--- config.mk ---
export PLATFORM = sky130hd
export DESIGN_NAME = serializador_tx_flat
export DESIGN_NICKNAME = d
export VERILOG_FILES = /design/src/rtl/serializador_tx_if.sv /design/src/rtl/serializador_tx.sv /design/src/flat_wrapper.sv
export SDC_FILE = /design/constraint.sdc
export NUM_CORES = 1
export LEC_CHECK = 0
export BUFFER_PORTS_ARGS = -buffer_cell sky130_fd_sc_hd__buf_2
export CORE_MARGIN = 2
export CORE_UTILIZATION = 45
export CTS_CLUSTER_SIZE = 20
export DETAILED_ROUTE_END_ITERATION = 16
export PLACE_DENSITY = 0.81
export SLEW_MARGIN = 25
export SYNTH_ARGS = -nofsm -noshare
export SYNTH_HDL_FRONTEND = slang
export SYNTH_SLANG_ARGS = --single-unit
--- constraint.sdc ---
create_clock -name clk_16f -period 1.5 [get_ports clk_16f]
set_input_delay 0.225 -clock clk_16f [delete_from_list [all_inputs] [get_ports clk_16f]]
set_output_delay 0.225 -clock clk_16f [all_outputs]
set_load 0.01 [all_outputs]
--- src/rtl/serializador_tx_if.sv ---
// Lane bundle of the dual-lane serializer: parallel lane bytes/valids in,
// serial bits plus the active/load status out.
interface serializador_tx_if #(
   parameter int unsigned DATA_W = 8
);
   logic [DATA_W-1:0] data_in0;
   logic [DATA_W-1:0] data_in1;
   logic              valid_in0;
   logic              valid_in1;
   logic              data_out0;
   logic              data_out1;
   logic              active;
   logic              load;

   // master: upstream lane stage plus whoever watches the serial side; slave: the serializer
   modport master (
      output data_in0, data_in1, valid_in0, valid_in1,
      input  data_out0, data_out1, active, load
   );

   modport slave (
      input  data_in0, data_in1, valid_in0, valid_in1,
      output data_out0, data_out1, active, load
   );
endinterface

--- src/rtl/serializador_tx.sv ---
// Dual-lane parallel-to-serial stage of phy_tx: MSB-first shifting on clk_16f, comma fill
// on idle lanes, and a fixed comma preamble after reset so the receiver can align.
module serializador_tx #(
   parameter int unsigned       DATA_W     = 8,
   parameter logic [DATA_W-1:0] COMMA      = DATA_W'(8'hBC),
   parameter int unsigned       SYNC_BYTES = 4
) (
   input  logic             clk_16f,
   input  logic             reset,
   serializador_tx_if.slave bus
);
   localparam int unsigned       CNT_W     = $clog2(DATA_W);
   localparam int unsigned       SYNC_W    = $clog2(SYNC_BYTES + 1);
   localparam logic [CNT_W-1:0]  CNT_LAST  = CNT_W'(DATA_W - 1);
   localparam logic [SYNC_W-1:0] SYNC_LAST = SYNC_W'(SYNC_BYTES);

   typedef enum logic {
      ST_SYNC   = 1'b0,
      ST_ACTIVE = 1'b1
   } state_t;

   state_t            state;
   state_t            state_next;
   logic [CNT_W-1:0]  bit_cnt;
   logic [SYNC_W-1:0] sync_cnt;
   logic [SYNC_W-1:0] sync_cnt_next;
   logic [DATA_W-1:0] shreg0;
   logic [DATA_W-1:0] shreg1;
   logic [DATA_W-1:0] byte0_next;
   logic [DATA_W-1:0] byte1_next;
   logic              active_q;
   logic              load_edge;

   // Shared by both lanes, so the two serial streams are always bit-aligned.
   assign load_edge = (bit_cnt == CNT_LAST);

   // NOTE: sequential state uses non-blocking assignments so every register samples
   // pre-edge values regardless of process ordering.
   always_ff @(posedge clk_16f or negedge reset) begin
      if (!reset) begin
         bit_cnt <= '0;
      end else if (load_edge) begin
         bit_cnt <= '0;
      end else begin
         bit_cnt <= bit_cnt + CNT_W'(1);
      end
   end

   // NOTE: next-state values get a default first, so no path through the case leaves
   // them unassigned and no latch is inferred.
   always_comb begin
      state_next    = state;
      sync_cnt_next = sync_cnt;
      case (state)
         ST_SYNC: begin
            if (load_edge) begin
               if (sync_cnt == SYNC_LAST) begin
                  state_next = ST_ACTIVE;
               end else begin
                  sync_cnt_next = sync_cnt + SYNC_W'(1);
               end
            end
         end
         ST_ACTIVE: begin
            state_next = ST_ACTIVE;
         end
         default: begin
            state_next = ST_SYNC;
         end
      endcase
   end

   // Selection follows state_next so the edge that ends the preamble already loads live data.
   assign byte0_next = ((state_next == ST_ACTIVE) && bus.valid_in0) ? bus.data_in0 : COMMA;
   assign byte1_next = ((state_next == ST_ACTIVE) && bus.valid_in1) ? bus.data_in1 : COMMA;

   always_ff @(posedge clk_16f or negedge reset) begin
      if (!reset) begin
         state    <= ST_SYNC;
         sync_cnt <= SYNC_W'(1);
         active_q <= 1'b0;
      end else begin
         state    <= state_next;
         sync_cnt <= sync_cnt_next;
         active_q <= (state_next == ST_ACTIVE);
      end
   end

   // Reset reloads commas, so a byte cut short by reset is dropped on the spot.
   always_ff @(posedge clk_16f or negedge reset) begin
      if (!reset) begin
         shreg0 <= COMMA;
         shreg1 <= COMMA;
      end else if (load_edge) begin
         shreg0 <= byte0_next;
         shreg1 <= byte1_next;
      end else begin
         shreg0 <= {shreg0[DATA_W-2:0], 1'b0};
         shreg1 <= {shreg1[DATA_W-2:0], 1'b0};
      end
   end

   assign bus.data_out0 = shreg0[DATA_W-1];
   assign bus.data_out1 = shreg1[DATA_W-1];
   assign bus.active    = active_q;
   assign bus.load      = load_edge;
endmodule

--- src/flat_wrapper.sv ---
// flat-port wrapper written by rule: the top's interface ports become plain ports
module serializador_tx_flat 
#(
   parameter int unsigned       DATA_W     = 8,
   parameter logic [DATA_W-1:0] COMMA      = DATA_W'(8'hBC),
   parameter int unsigned       SYNC_BYTES = 4
)
  (clk_16f, reset, bus_data_in0, bus_data_in1, bus_valid_in0, bus_valid_in1, bus_data_out0, bus_data_out1, bus_active, bus_load);
  serializador_tx_if #(.DATA_W(DATA_W)) bus_i ();
  input  logic clk_16f;
  input  logic reset;
  input wire logic [$bits(bus_i.data_in0)-1:0] bus_data_in0;
  input wire logic [$bits(bus_i.data_in1)-1:0] bus_data_in1;
  input wire logic [$bits(bus_i.valid_in0)-1:0] bus_valid_in0;
  input wire logic [$bits(bus_i.valid_in1)-1:0] bus_valid_in1;
  output wire logic [$bits(bus_i.data_out0)-1:0] bus_data_out0;
  output wire logic [$bits(bus_i.data_out1)-1:0] bus_data_out1;
  output wire logic [$bits(bus_i.active)-1:0] bus_active;
  output wire logic [$bits(bus_i.load)-1:0] bus_load;
  assign bus_i.data_in0 = bus_data_in0;
  assign bus_i.data_in1 = bus_data_in1;
  assign bus_i.valid_in0 = bus_valid_in0;
  assign bus_i.valid_in1 = bus_valid_in1;
  assign bus_data_out0 = bus_i.data_out0;
  assign bus_data_out1 = bus_i.data_out1;
  assign bus_active = bus_i.active;
  assign bus_load = bus_i.load;
  serializador_tx #(.DATA_W(DATA_W), .COMMA(COMMA), .SYNC_BYTES(SYNC_BYTES)) u_core (.clk_16f(clk_16f), .reset(reset), .bus(bus_i));
endmodule
==> impl_metrics.json <==
{
  "drc": 0,
  "wl_met3_um": 64,
  "synth_edf_count": 0,
  "route.met2.wl_um": 890,
  "ys_ff_latch": 23,
  "critPathTopFamily": "flip-flops",
  "synth_top_area_cell": "dfrtp_1",
  "crit_end": "u_core.shreg1[7]",
  "p_leak_nw": 0.550,
  "final_util_pct": 60.9,
  "core-area_mm2": 0.00198,
  "drive_above_1_share_pct": 51.0,
  "rows": 16,
  "cpPeakStageDelay_ps": 430,
  "relSlewSlack_pct": 67.9,
  "gp_congestion": 0.713,
  "synth_compound_area_share_pct": 15.3,
  "slowest_stage": "dfrtp_1",
  "maxCapViolCount": 0,
  "hold_violations": 0,
  "powerDensity_mw_per_mm2": 831,
  "vias_per_cell": 5.02,
  "synth_top_family_by_area": "compound AO/OA/AOI/OAI gates",
  "critPathArrivalTime_ps": 1680,
  "fp.dieW_um": 50.2,
  "synth-simple-area-share_pct": 8.62,
  "netlist_area_um2": 958,
  "placed_cell_area_mm2": 0.00109,
  "drtPass1Iterations": 4,
  "path_common_cell": "ha_4",
  "syn_nets": 94,
  "finalSetupViolCount": 0,
  "min_period_over_period_pct": 95.7,
  "path_depth": 5,
  "synth_ff_type": "dfrtp_1",
  "vdd_drop_max_mv": 0.675,
  "async_reset_ff_share_pct": 100,
  "worst_setup_path_end_kind": "flop",
  "final_net_count": 125,
  "first_iter_violations": 6,
  "detail_route.wl_per_cell_um": 13.4,
  "cts_max_path_buffers": 2,
  "routed_wl_mm": 1.71,
  "antenna_found_initial": 0,
  "worstPathRequired_ps": 1750,
  "fp.dieArea_mm2": 0.00252,
  "wl_met1_um": 728,
  "insertion_delay_ps": 310,
  "dp_hpwl_mm": 1.11,
  "ys_types": 22,
  "numPortBuffers": 23,
  "crit_start": "u_core.bit_cnt[0]",
  "synth_seq_area_share_pct": 61.5,
  "setup_ws_ps": 65.2,
  "cp_cell_sequence": "ha_4 -> ha_4 -> buf_4 -> bufbuf_16 -> o22a_1",
  "total_power_mw": 1.00,
  "grt_pass1_vias": 658,
  "synthMuxAreaShare_pct": 1.57,
  "grt_pass1_wl_mm": 2.95,
  "tritoncts": "yes",
  "ys_top_cells_by_count": "dfrtp_1, dfstp_2, inv_1",
  "min_path_type": "in -> reg",
  "synth_xor_xnor_area_share_pct": 0.914,
  "fmax_mhz": 697,
  "num_vias": 638,
  "maxSlewViolCount": 0,
  "path_clk_slew_ps": 120,
  "die_y_um": 50.2,
  "reg2reg_to": "u_core.shreg1[7]",
  "synth_fa_ha_area_share_pct": 5.22,
  "grt_max_degree": 24,
  "htree_num_levels": 1,
  "rr_startpoint": "u_core.bit_cnt[0]",
  "fin_skew_ps": 1.97,
  "syn_avg_cell_area_um2": 13.7,
  "cts_buffers": 3,
  "ios": 24,
  "synth_area_leaders": "dfrtp_1, dfstp_2, o22a_1",
  "initial_core_util_pct": 48.4,
  "worst_slew_pin_slew_ps": 481,
  "highest_layer": "met4",
  "tns_ps": 0,
  "cts_root_buf": "clkbuf_4",
  "yosysTopAreaCellShare_pct": 31.3,
  "synth_cells": 70,
  "grt-ovfl-total": 0,
  "status": "completed",
  "yosysWarnings": 0,
  "syn2layout_area_growth_pct": 25.8,
  "diodes": 0,
  "antenna_left": 0,
  "path_buf_inv": 2,
  "postLayoutCellArea_mm2": 0.00121,
  "critPathLaunchType": "flop",
  "cts.sinks": 23,
  "yosysMostFrequentCell": "dfrtp_1",
  "worstPathMaxFanout": 10,
  "min_period_ps": 1430,
  "regToRegSetupSlack_ps": 70,
  "pre_cts_slack_ps": 76.7,
  "rr_worst_depth": 5,
  "grt.total_usage_pct": 15.7,
  "crit_type": "reg -> reg"
}
==> area by class of cell <==
type,count,area (um^2)
clock inverters,1,5.00
clock buffers,3,22.5
well taps,27,33.8
inverters,11,41.3
multi-input cells,34,328
fillers,163,776
flip-flops and latches,23,589
repair buffers,28,186
==> state kept, by name, indices dropped and copies added (netlist names) <==
register and count:
u_core.shreg0 8, u_core.state 1, u_core.bit_cnt 3, u_core.shreg1 8, u_core.sync_cnt 3
==> worst reg2reg max path, stage by stage, from the launching register on <==
cell and delay [ps]:
dfrtp_1 430, ha_4 180, ha_4 160, buf_4 130
bufbuf_16 260, o22a_1 210
==> cell usage in the layout, fill, tap and decap left out, types with 2 or more instances in the layout <==
cell type   n
buf_2      22
dfrtp_1    12
inv_1      11
dfstp_2    11
o22a_1     10
o22ai_1     3
nor2_1      3
clkbuf_4    3
buf_4       3
nand3_4     2
ha_4        2
ha_1        2
==> metrics by stage <==
step | hold WS, ps | instances
2_1_floorplan | -70.6 | 70
3_3_place_gp | 202 | 119
3_5_place_dp | 213 | 119
4_1_cts | 108 | 127
5_1_grt | 98.0 | 127
6_report | 108 | 127
==> kinds of logic after synthesis <==
group                    after synthesis
flip-flops                            23
buffers and inverters                 13
AO/OA/AOI/OAI                         18
XOR/XNOR                               1
multiplexers                           1
AND/OR/NAND/NOR                       10
adder cells (fa/ha/maj)                4
==> where the power goes <==
part	switching (mW)	internal [mW]
clock network	0.184	0.0996
logic	0.0295	0.0346
registers	0.00540	0.649
total	0.219	0.784
==> metal layers <==
| layer | GRT usage, % | vias up |
|---|---|---|
| met2 | 26.3 | 15 |
| met3 | 2.08 | 4 |
| met4 | 6.94 | 0 |
| met5 | 0 | - |
| met1 | 20.1 | 318 |
| li1 | - | 301 |
==> what timing repair did <==
item                                    in CTS  in global routing
pin swaps                                    2                  2
buffers inserted                             2                  1
gates cloned                                 1                  0
endpoints found under the setup margin       1                  7
hold buffers                                 1                  0
gates resized for setup                      6                  1
hold endpoints to repair                    12                  0
==> worst min-delay path by stage <==
stage / cells past startpoint / start / slack (ps) / endpoint
floorplan: 0 / reset / -70 / u_core.bit_cnt[0]
global placement: 1 / reset / 200 / u_core.shreg0[0]
detailed placement: 1 / reset / 210 / u_core.shreg0[0]
CTS: 3 / bus_data_in1[0] / 110 / u_core.shreg1[0]
global route: 3 / bus_data_in1[0] / 100 / u_core.shreg1[0]
finish: 3 / bus_data_in1[0] / 110 / u_core.shreg1[0]
Note: power is estimated with default switching activity, not from simulation.
